### src/rtl/reg_stack_pkg.sv
// Shared definitions for the operand stack: op encodings and default data width.
package reg_stack_pkg;

  localparam int STK_WIDTH = 16;
  localparam int STK_DEPTH = 8;

  typedef enum logic [2:0] {
    OP_NOP     = 3'd0,
    OP_PUSH    = 3'd1,
    OP_REPLACE = 3'd2,
    OP_POP     = 3'd3,
    OP_POP2    = 3'd4,
    OP_SWAP    = 3'd5
  } stack_op_t;

endpackage

### src/rtl/reg_stack_if.sv
// Operand-stack port bundle: op/write data in, TOP/NEXT and occupancy out.
interface reg_stack_if #(
  parameter int WIDTH = reg_stack_pkg::STK_WIDTH,
  parameter int DEPTH = reg_stack_pkg::STK_DEPTH,
  parameter int CNT_W = $clog2(DEPTH + 1)
);
  logic [2:0]       stackOP;
  logic [WIDTH-1:0] w;
  logic [WIDTH-1:0] a;
  logic [WIDTH-1:0] b;
  logic [CNT_W-1:0] count;
  logic             empty;
  logic             full;

  modport master (output stackOP, w, input a, b, count, empty, full);
  modport slave  (input stackOP, w, output a, b, count, empty, full);
endinterface

### src/rtl/reg_stack_cell.sv
// One stack entry: register plus next-value mux over the neighbour sources.
module reg_stack_cell
  import reg_stack_pkg::*;
#(
  parameter int WIDTH = STK_WIDTH
) (
  input  logic             clk,
  input  logic             rst_n,
  input  logic [2:0]       op,
  input  logic [WIDTH-1:0] push_d,
  input  logic [WIDTH-1:0] repl_d,
  input  logic [WIDTH-1:0] pop_d,
  input  logic [WIDTH-1:0] pop2_d,
  input  logic [WIDTH-1:0] swap_d,
  output logic [WIDTH-1:0] q
);
  logic [WIDTH-1:0] nxt;

  // Codes 6/7 fall into default and hold, same as NOP.
  always_comb begin
    nxt = q;
    case (op)
      OP_PUSH:    nxt = push_d;
      OP_REPLACE: nxt = repl_d;
      OP_POP:     nxt = pop_d;
      OP_POP2:    nxt = pop2_d;
      OP_SWAP:    nxt = swap_d;
      default:    nxt = q;
    endcase
  end

  always_ff @(posedge clk) begin
    if (!rst_n) q <= '0;
    else        q <= nxt;
  end
endmodule

### src/rtl/reg_stack.sv
// Shift-register operand stack: entry 0 is TOP (a), entry 1 is NEXT (b).
module reg_stack
  import reg_stack_pkg::*;
#(
  parameter int WIDTH = STK_WIDTH,
  parameter int DEPTH = STK_DEPTH,
  parameter int CNT_W = $clog2(DEPTH + 1)
) (
  input  logic        CLK,
  input  logic        RST_N,
  reg_stack_if.slave  stk_bus
);
  localparam logic [CNT_W-1:0] DEPTH_C = CNT_W'(DEPTH);
  localparam logic [CNT_W-1:0] ONE     = CNT_W'(1);
  localparam logic [CNT_W-1:0] TWO     = CNT_W'(2);

  logic [DEPTH-1:0][WIDTH-1:0] stk;
  logic [DEPTH+1:0][WIDTH-1:0] ext;
  logic [CNT_W-1:0]            cnt, cnt_nxt;

  // Two zero entries below the bottom so POP/POP2 shift in zeros.
  assign ext = {{(2*WIDTH){1'b0}}, stk};

  for (genvar i = 0; i < DEPTH; i++) begin : g_ent
    logic [WIDTH-1:0] push_d, repl_d, swap_d;
    if (i == 0) begin : g_top
      assign push_d = stk_bus.w;
      assign repl_d = stk_bus.w;
      assign swap_d = stk[1];
    end else begin : g_deep
      assign push_d = stk[i-1];
      assign repl_d = ext[i+1];
      assign swap_d = (i == 1) ? stk[0] : stk[i];
    end

    reg_stack_cell #(.WIDTH(WIDTH)) u_cell (
      .clk    (CLK),
      .rst_n  (RST_N),
      .op     (stk_bus.stackOP),
      .push_d (push_d),
      .repl_d (repl_d),
      .pop_d  (ext[i+1]),
      .pop2_d (ext[i+2]),
      .swap_d (swap_d),
      .q      (stk[i])
    );
  end

  // REPLACE is a net pop of one, but never leaves the stack below one entry.
  always_comb begin
    cnt_nxt = cnt;
    case (stk_bus.stackOP)
      OP_PUSH:    cnt_nxt = (cnt == DEPTH_C) ? DEPTH_C : cnt + ONE;
      OP_REPLACE: cnt_nxt = (cnt >= TWO) ? cnt - ONE : ONE;
      OP_POP:     cnt_nxt = (cnt == '0) ? '0 : cnt - ONE;
      OP_POP2:    cnt_nxt = (cnt >= TWO) ? cnt - TWO : '0;
      default:    cnt_nxt = cnt;
    endcase
  end

  always_ff @(posedge CLK) begin
    if (!RST_N) cnt <= '0;
    else        cnt <= cnt_nxt;
  end

  assign stk_bus.a     = stk[0];
  assign stk_bus.b     = stk[1];
  assign stk_bus.count = cnt;
  assign stk_bus.empty = (cnt == '0);
  assign stk_bus.full  = (cnt == DEPTH_C);
endmodule

### src/flat_wrapper.sv
// flat-port wrapper written by rule: the top's interface ports become plain ports
module reg_stack_flat import reg_stack_pkg::*;
#(
  parameter int WIDTH = STK_WIDTH,
  parameter int DEPTH = STK_DEPTH,
  parameter int CNT_W = $clog2(DEPTH + 1)
)
  (CLK, RST_N, stk_bus_stackOP, stk_bus_w, stk_bus_a, stk_bus_b, stk_bus_count, stk_bus_empty, stk_bus_full);
  reg_stack_if #(.WIDTH(WIDTH), .DEPTH(DEPTH), .CNT_W(CNT_W)) stk_bus_i ();
  input  logic CLK;
  input  logic RST_N;
  input wire logic [$bits(stk_bus_i.stackOP)-1:0] stk_bus_stackOP;
  input wire logic [$bits(stk_bus_i.w)-1:0] stk_bus_w;
  output wire logic [$bits(stk_bus_i.a)-1:0] stk_bus_a;
  output wire logic [$bits(stk_bus_i.b)-1:0] stk_bus_b;
  output wire logic [$bits(stk_bus_i.count)-1:0] stk_bus_count;
  output wire logic [$bits(stk_bus_i.empty)-1:0] stk_bus_empty;
  output wire logic [$bits(stk_bus_i.full)-1:0] stk_bus_full;
  assign stk_bus_i.stackOP = stk_bus_stackOP;
  assign stk_bus_i.w = stk_bus_w;
  assign stk_bus_a = stk_bus_i.a;
  assign stk_bus_b = stk_bus_i.b;
  assign stk_bus_count = stk_bus_i.count;
  assign stk_bus_empty = stk_bus_i.empty;
  assign stk_bus_full = stk_bus_i.full;
  reg_stack #(.WIDTH(WIDTH), .DEPTH(DEPTH), .CNT_W(CNT_W)) u_core (.CLK(CLK), .RST_N(RST_N), .stk_bus(stk_bus_i));
endmodule
### config.mk
export PLATFORM = sky130hd
export DESIGN_NAME = reg_stack_flat
export DESIGN_NICKNAME = d
export VERILOG_FILES = /design/src/rtl/reg_stack_pkg.sv /design/src/rtl/reg_stack_if.sv /design/src/rtl/reg_stack_cell.sv /design/src/rtl/reg_stack.sv /design/src/flat_wrapper.sv
export SDC_FILE = /design/constraint.sdc
export NUM_CORES = 1
export LEC_CHECK = 0
export BUFFER_PORTS_ARGS = -buffer_cell sky130_fd_sc_hd__buf_2
export CORE_MARGIN = 8
export CORE_UTILIZATION = 47
export DETAILED_ROUTE_END_ITERATION = 16
export HOLD_SLACK_MARGIN = 0.03
export PLACE_DENSITY = 0.69
export SLEW_MARGIN = 25
export SYNTH_ARGS = -nofsm -noshare
export SYNTH_HDL_FRONTEND = slang
export SYNTH_SLANG_ARGS = --single-unit
### constraint.sdc
create_clock -name CLK -period 5.15 [get_ports CLK]
set_input_delay 1.545 -clock CLK [delete_from_list [all_inputs] [get_ports CLK]]
set_output_delay 1.545 -clock CLK [all_outputs]
set_load 0.005 [all_outputs]
# Word-level counts from Yosys, hierarchy flattened
# Index checks and enable logic that the tools add are counted.
# classes
n_reduce_logical	11
eq_ne	6
n_mux	13
addsub	3
order_cmp	1
# op_table
cell	n
$pmux 16 s3	7
$pmux 16 s2	1
$mux 4	4
$pmux 4 s4	1
$reduce_bool 3->1	3
$reduce_or 2->1	4
$eq 3x2->1 const B	2
$eq 3x3->1 const B	2
$add 4x1->4 const B	1
$eq 4x4->1 const B	1
$ge 4x2->1 const B	1
$logic_not 4->1	1
$reduce_bool 4->1	1
$sub 4x1->4 const B	1
$sub 4x2->4 const B	1
$eq 3x1->1 const B	1
$reduce_or 3->1	1
$reduce_bool 2->1	1
# totals
elab_cells	43
reg_bits	132
out_inout_bits	38

# Logic depth before layout (Yosys ltp)
# Gate-level depths: netlist of the first run.
# depth
ltp_word	3
depth_mapped	7
ltp_nobuf	6

# By module
# A second synthesis of the first run with hierarchy kept.
# unflattened
cells_unflattened	1234
area_unflattened_um2	11546.1
# modules_own_cells
module	seq_area_each_um2	cells_per_inst	area_each_um2	n_inst
reg_stack_cell	320.3	146	1381.3	8
reg_stack	80.1	66	495.5	1

# Worst setup path before layout of the first run
# OpenSTA, ideal clock, no wires.
# synth_path
path_type	input to register
start	input stk_bus_stackOP[2]
end	register u_core.g_ent[0].u_cell.q[10]
setup_time_ns	0.116
stages	7
path_buffers	3
required_ns	5.034
arrival_ns	2.653
slack_ns	2.381
path_cell_list	buf_4 or2_2 buf_2 buf_2 o221ai_1 o21ai_0 o211a_1
# synth_between
elab_chain_len	3
# synth_lines
item	line_no	text
start: declaration	flat_wrapper.sv:12	input wire logic [$bits(stk_bus_i.stackOP)-1:0] stk_bus_stackOP;
$eq 3x3->1, or another cell as far along	reg_stack_cell.sv:22	case (op)
$reduce_or 2->1 (no source line)	n/a	
$pmux 16 s3 or $reduce_bool 3->1 (tied branches)	n/a	
end signal: assignment	reg_stack_cell.sv:34	else q <= nxt;
end: declaration	reg_stack_cell.sv:15	output logic [WIDTH-1:0] q
# Parallel ways exist; a longest one is shown, timed or not.
# A chain may end at the register's enable or synchronous reset.

# Worst setup path in the final report of the first run
# layout_path
start	input stk_bus_stackOP[0]
end	register u_core.g_ent[2].u_cell.q[8]
# layout_between
elab_chain_len	3
# layout_lines
item	line_no
$eq 3x2->1	reg_stack_cell.sv:22
$reduce_or 2->1 (no source line)	n/a
$pmux 16 s3 or $reduce_bool 3->1 (tied branches)	n/a
end signal: assignment	reg_stack_cell.sv:34
end: declaration	reg_stack_cell.sv:15
# Parallel ways exist; a longest one is shown, timed or not.

==> results of run 1 <==
[placed cells by master, fill, tap and decap left out, types with 17 or more instances in the layout]
| cell | netlist | routed |
|---|---|---|
| o21ai_0 | 19 | 19 |
| nand2b_1 | 83 | 83 |
| o31a_1 | 80 | 80 |
| o221ai_1 | 58 | 58 |
| clkbuf_16 | 0 | 17 |
| a21oi_1 | 20 | 20 |
| buf_2 | 41 | 55 |
| nor2b_1 | 36 | 36 |
| o22ai_1 | 33 | 33 |
| nor2_1 | 152 | 152 |
| dfxtp_1 | 132 | 132 |
| nand2_1 | 22 | 22 |
| o221ai_2 | 22 | 22 |
[worst max-delay path, delay by kind of cell]
family / cells / cell delay [ns]
buffers and inverters: 3 / 1.30
and+or+nand+nor: 2 / 0.63
AOI/OAI and AO/OA: 1 / 0.22
[area by class of cell]
cell class / instances / area (um^2) / area share
multi-input combinational: 629 / 4230 / 0.522
sequential: 132 / 2640 / 0.326
clock buffer: 25 / 485 / 0.0598
timing repair buffer: 70 / 392 / 0.0483
tap: 211 / 264 / 0.0325
clock inverter: 5 / 75.1 / 0.00925
inverter: 5 / 20.0 / 0.00247
[state kept, by name, indices dropped and copies added (netlist names)]
signal	cells
u_core.g_ent.u_cell.q	128
u_core.stk_bus.count	4
[where the power goes]
group,internal (mW),total [mW],switching [mW],leakage (nW)
Clock,0.743,1.17,0.424,0.277
Sequential,1.10,1.20,0.101,1.09
Combinational,0.212,0.462,0.250,1.72
Total,2.06,2.83,0.775,3.09
[cells by family (layout without fill, tap and decap cells)]
kind of cell | Yosys count | in the layout
xor gates and xnor gates | 2 | 2
adders and majority gates | 6 | 6
DFF | 132 | 132
and+or+nand+nor | 325 | 325
AOI/OAI and AO/OA | 295 | 295
buffers and inverters | 101 | 105
muxes | 1 | 1
[how the worst min path moves through the flow]
stage	startpoint	to	depth (start not counted)
after detailed placement	u_core.g_ent[0].u_cell.q[0]$_SDFFE_PN0P_	u_core.g_ent[0].u_cell.q[0]$_SDFFE_PN0P_	1
after floorplan	u_core.g_ent[0].u_cell.q[10]$_SDFFE_PN0P_	u_core.g_ent[0].u_cell.q[10]$_SDFFE_PN0P_	1
after global placement	u_core.g_ent[0].u_cell.q[8]$_SDFFE_PN0P_	u_core.g_ent[0].u_cell.q[8]$_SDFFE_PN0P_	1
final	u_core.g_ent[0].u_cell.q[8]$_SDFFE_PN0P_	u_core.g_ent[0].u_cell.q[8]$_SDFFE_PN0P_	1
after global routing	u_core.g_ent[0].u_cell.q[3]$_SDFFE_PN0P_	u_core.g_ent[0].u_cell.q[3]$_SDFFE_PN0P_	1
after CTS	u_core.g_ent[0].u_cell.q[8]$_SDFFE_PN0P_	u_core.g_ent[0].u_cell.q[8]$_SDFFE_PN0P_	1
[metrics by stage]
| step | std cells | utilization |
|---|---|---|
| floorplan | 862 | - |
| global placement | 1047 | 0.495 |
| detailed placement | 1047 | 0.495 |
| CTS | 1077 | 0.532 |
| global route | 1077 | 0.532 |
| finish | 1077 | 0.532 |
[per-layer routing]
metal | vias to the layer above | track usage | routed length (um)
met4 | 0 | 0.0526 | 137
met5 | - | 0 | 0
met3 | 14 | 0.0432 | 1200
met1 | 3146 | 0.276 | 9640
li1 | 3205 | - | -
met2 | 204 | 0.274 | 8080
==> impl_metrics.yaml, run 1 <==
status:
  status: "finished clean"
timing:
  worst_pin_slew_ns: 0.977
  holdWs_ns: 0.519
  fin_ws_ns: 1.77
  hold_viol: 0
  relSlewSlack: 0.349
  tns_ns: 0
  post-route-period-util: 0.657
  finalSetupViolCount: 0
  final.min_clock_period_ns: 3.38
  max_clock_freq_ghz: 0.296
  drv_slew: 0
  skew_ns: 0.00567
  rsz0062_at_grt: "no"
global_route:
  track_usage: 0.191
  grt_max_degree: 86
  grt_pass1_wl_um: 31700
  overflow: 0
  antenna_found_initial: 0
  first_global_vias: 5781
yosys:
  synth_commonest_cells: "nor2_1, dfxtp_1, nand2b_1, o31a_1, o221ai_1"
  yosysSeqAreaShare: 0.359
  syn_area_um2: 7360
  yosysMostFrequentCell: "nor2_1"
  syn_nets: 889
  synthDistinctLibCells: 47
  synth-main-ff-cell: "dfxtp_1"
  synthCells: 862
  yosysTopAreaCellShare: 0.359
  ys_ff_latch: 132
  muxShareOfSynthArea: 0.00136
  synthXorXnorAreaFrac: 0.00238
  async_reset_ff_frac: 0
  synth-simple-area-share: 0.223
  synth_top_family_by_area: "compound AO/OA/AOI/OAI gates"
  avgSynthCellArea_um2: 8.54
  synth-edff-count: 0
  synth_compound_area_frac: 0.338
  yosysTopAreaCell: "dfxtp_1"
  ys.warnings.count: 0
  synth.area.top_cells: "dfxtp_1, o31a_1, nor2_1"
  synthAdderAreaFrac: 0.0102
setup_path:
  reg2reg_to: "u_core.stk_bus.count[1]$_SDFFE_PN0P_"
  crit_start: "stk_bus_stackOP[0]"
  arrival_ns: 3.73
  r2r_start: "u_core.stk_bus.count[0]$_SDFFE_PN0P_"
  start_kind: "primary input"
  cp_cell_sequence: "buf_2 -> buf_4 -> or3b_4 -> buf_4 -> o221ai_1 -> nor2_1"
  path_common_cell: "buf_4"
  end_kind: "flip-flop"
  rrSetupSlack_ns: 3.06
  crit_fanout: 65
  critPathKind: "primary input to flip-flop"
  slowest_delay_ns: 0.59
  crit_path_end: "u_core.g_ent[2].u_cell.q[8]$_SDFFE_PN0P_"
  slowest_stage: "buf_4"
  reg2reg_depth: 6
  critPathRequiredTime_ns: 5.50
power:
  fin_total_pwr_mw: 2.83
  pwr_density_cell_nw_per_um2: 349
  ir_drop_mv: 0.239
  leakagePower_nw: 3.09
drt:
  vias: 6569
  drtAntennaViolNets: 0
  route.detailed.drc: 0
  vias_per_cell: 6.10
  firstDrtPassIters: 5
  wl_per_cell_um: 17.7
  wirelength_um: 19100
  first_iter_violations: 736
floorplanning:
  io_pins: 59
  die_area_um2: 19900
  core_area_um2: 15300
  fp.dieH_um: 141
  die_x_um: 141
  initial_core_util: 0.483
  row_count: 45
clock_network:
  cts_buffers: 17
  clk-insertion-delay-late_ns: 0.42
  post_cts_buffers: 0
  clock-sinks: 132
  cts.repair.resized: 0
  clk_path_buf_depth: 2
  cts_max_level: 4
  tritoncts: "done"
  ctsHoldBuffers: 0
  clk_root_buffer_cell: "clkbuf_16"
  cts.clk_slew.worst_paths_ns: 0.05
job:
  cap_violations: 0
finish:
  fin_area_um2: 8110
  area_growth_pct: 10.1
  num-fill-cells: 1436
  nNetsFinal: 882
  num_antenna_cells: 0
  drive_gt1_frac: 0.147
placement:
  place_ws_ns: 1.36
  io_buffers: 58
  place_area_um2: 7550
  hpwl_um: 11600
  globalplace.congestion: 0.834
min_path:
  min_path_type: "flip-flop to flip-flop"
(Power assumes the default switching activity.)
==> run 2, diff against run 1 <==
- ABC_AREA: not set -> 1
- clock period: 5.15 -> 3.2 ns (I/O delays scaled with it)
==> run 2 against run 1 <==
- die area decreased by 9.7%
- global-route usage is 0.36 points lower
- routed wire length fell by 12%
- clock skew down 0.0015 ns
- clock power is 75% higher
- combinational power rose by 42%
- setup slack worse by 1.0 ns
- synthesized cell count rose by 11%
==> impl_metrics.yaml, run 2 <==
status:
  status: "finished clean"
min_path:
  min_path_type: "flip-flop to flip-flop"
timing:
  drv_slew: 0
  finalSetupViolCount: 0
  post-route-period-util: 0.775
  tns_ns: 0
  worst_pin_slew_ns: 0.781
  hold_viol: 0
  max_clock_freq_ghz: 0.403
  skew_ns: 0.00417
  rsz0062_at_grt: "no"
  final.min_clock_period_ns: 2.48
  relSlewSlack: 0.480
yosys:
  ys.warnings.count: 0
  synthCells: 959
  synth_commonest_cells: "a21oi_1, nand2_1, dfxtp_1, inv_1, o21ai_0"
  synth-main-ff-cell: "dfxtp_1"
  yosysSeqAreaShare: 0.403
  synth.area.top_cells: "dfxtp_1, a21oi_1, nand2_1"
  ys_ff_latch: 132
  syn_area_um2: 6560
  avgSynthCellArea_um2: 6.84
  yosysMostFrequentCell: "a21oi_1"
  yosysTopAreaCellShare: 0.403
  yosysTopAreaCell: "dfxtp_1"
  syn_nets: 986
  async_reset_ff_frac: 0
  synthDistinctLibCells: 32
  synth-edff-count: 0
floorplanning:
  initial_core_util: 0.476
  core_area_um2: 13800
  io_pins: 59
  die_x_um: 134
  row_count: 43
  die_area_um2: 18000
  fp.dieH_um: 134
setup_path:
  crit_path_end: "stk_bus_empty"
  reg2reg_to: "u_core.stk_bus.count[1]$_SDFFE_PN0P_"
  arrival_ns: 1.52
  rrSetupSlack_ns: 1.62
  crit_fanout: 6
  r2r_start: "u_core.stk_bus.count[0]$_SDFFE_PN0P_"
  cp_cell_sequence: "inv_1 -> ha_1 -> nand2_1 -> inv_1 -> buf_2"
  critPathKind: "flip-flop to output pin"
  crit_start: "u_core.stk_bus.count[0]$_SDFFE_PN0P_"
  path_common_cell: "inv_1"
  start_kind: "flip-flop"
  reg2reg_depth: 10
  slowest_stage: "dfxtp_1"
  slowest_delay_ns: 0.45
  path_depth: 5
  critPathRequiredTime_ns: 2.24
  end_kind: "output pin"
  path_delay_family: "flip-flops"
  path_buf_inv: 3
drt:
  wl_per_cell_um: 14.3
  wirelength_um: 16800
  first_iter_violations: 680
  firstDrtPassIters: 5
  vias: 6289
  vias_per_cell: 5.35
  drtAntennaViolNets: 0
  route.detailed.drc: 0
clock_network:
  clock-sinks: 132
  cts_buffers: 17
  ctsHoldBuffers: 0
  tritoncts: "done"
  cts_max_level: 4
  clk-insertion-delay-late_ns: 0.41
  post_cts_buffers: 0
  cts.clk_slew.worst_paths_ns: 0.05
  clk_path_buf_depth: 2
  cts.repair.resized: 0
  clk_root_buffer_cell: "clkbuf_16"
power:
  pwr_density_cell_nw_per_um2: 609
  fin_total_pwr_mw: 4.60
  leakagePower_nw: 2.97
  ir_drop_mv: 0.385
finish:
  layout_common_cells: "a21oi_1, nand2_1, dfxtp_1"
  final_common_cell: "a21oi_1"
  largest_register_ffs: 128
  regMostFlops: "u_core.g_ent.u_cell.q"
  num_antenna_cells: 0
  fin_area_um2: 7560
  area_growth_pct: 15.2
  nNetsFinal: 1009
  drive_gt1_frac: 0.124
placement:
  place_area_um2: 6930
  hpwl_um: 11200
  io_buffers: 58
  globalplace.congestion: 0.805
global_route:
  grt_max_degree: 78
  antenna_found_initial: 0
  overflow: 0
  grt_pass1_wl_um: 28300
  first_global_vias: 5445
  track_usage: 0.187
job:
  cap_violations: 0
## run 2: cell count changes after synthesis, sizes merged, moves of 83 or more
cell    previous run  this run
o21ai             20       124
a21oi             21       168
nand2b            83         0
nand2             23       155
inv                5       105
nor2             152        66
## run 2: per-layer routing
layer  track usage  share of wire
met3        0.0393          0.074
met2         0.249           0.40
met5             0              0
met1         0.284           0.52
met4        0.0674          0.012
## run 2: layout make-up
type                            instances  area, um^2
Inverter                              106         403
Clock buffer                           24         512
Clock inverter                          8         120
Multi-Input combinational cell        649        3190
Sequential cell                       132        2640
Timing Repair Buffer                   76         463
Fill cell                            1353        6220
Tap cell                              180         225
## run 2: report_power, final
part | switching (mW) | leakage [nW] | internal, mW | total [mW]
Clock | 0.700 | 0.308 | 1.35 | 2.05
Sequential | 0.118 | 1.09 | 1.78 | 1.89
Combinational | 0.415 | 1.58 | 0.243 | 0.658
Total | 1.23 | 2.97 | 3.37 | 4.60
## run 2: worst register-to-register path: cells and delay by family (launching register included)
| kind | cells | cell delay, ns |
|---|---|---|
| buf+inv | 1 | 0.14 |
| compound gates | 1 | 0.07 |
| fa+ha+maj | 1 | 0.21 |
| simple gates | 7 | 0.60 |
| flops | 1 | 0.45 |
## run 2: logic make-up (layout without fill, tap and decap cells)
group / after synthesis / in the layout / share of synthesized area
buffers and inverters: 178 / 214 / 0.111
xor gates and xnor gates: 4 / 4 / 0.00534
adders and majority gates: 6 / 6 / 0.0114
AOI/OAI and AO/OA: 370 / 370 / 0.299
DFF: 132 / 132 / 0.403
and+or+nand+nor: 269 / 269 / 0.171
## run 2: how the worst min path moves through the flow
stage                                                          from                                   endpoint  slack, ns  cells past startpoint
after floorplan           u_core.g_ent[7].u_cell.q[13]$_SDFFE_PN0P_  u_core.g_ent[7].u_cell.q[13]$_SDFFE_PN0P_       0.44                      2
after global routing       u_core.g_ent[7].u_cell.q[5]$_SDFFE_PN0P_   u_core.g_ent[7].u_cell.q[5]$_SDFFE_PN0P_       0.47                      2
after CTS                 u_core.g_ent[7].u_cell.q[14]$_SDFFE_PN0P_  u_core.g_ent[7].u_cell.q[14]$_SDFFE_PN0P_       0.46                      2
after detailed placement  u_core.g_ent[7].u_cell.q[14]$_SDFFE_PN0P_  u_core.g_ent[7].u_cell.q[14]$_SDFFE_PN0P_       0.45                      2
after global placement    u_core.g_ent[7].u_cell.q[15]$_SDFFE_PN0P_  u_core.g_ent[7].u_cell.q[15]$_SDFFE_PN0P_       0.45                      2
final                     u_core.g_ent[7].u_cell.q[11]$_SDFFE_PN0P_  u_core.g_ent[7].u_cell.q[11]$_SDFFE_PN0P_       0.46                      2
## run 2: through the flow
stage | util | setup WS, ns | std cells | hold WS [ns]
global route | 0.549 | 0.594 | 1175 | 0.475
floorplan | - | 1.16 | 959 | 0.439
finish | 0.549 | 0.719 | 1175 | 0.462
CTS | 0.549 | 0.717 | 1175 | 0.462
global placement | 0.503 | 0.419 | 1143 | 0.449
detailed placement | 0.503 | 0.405 | 1143 | 0.453
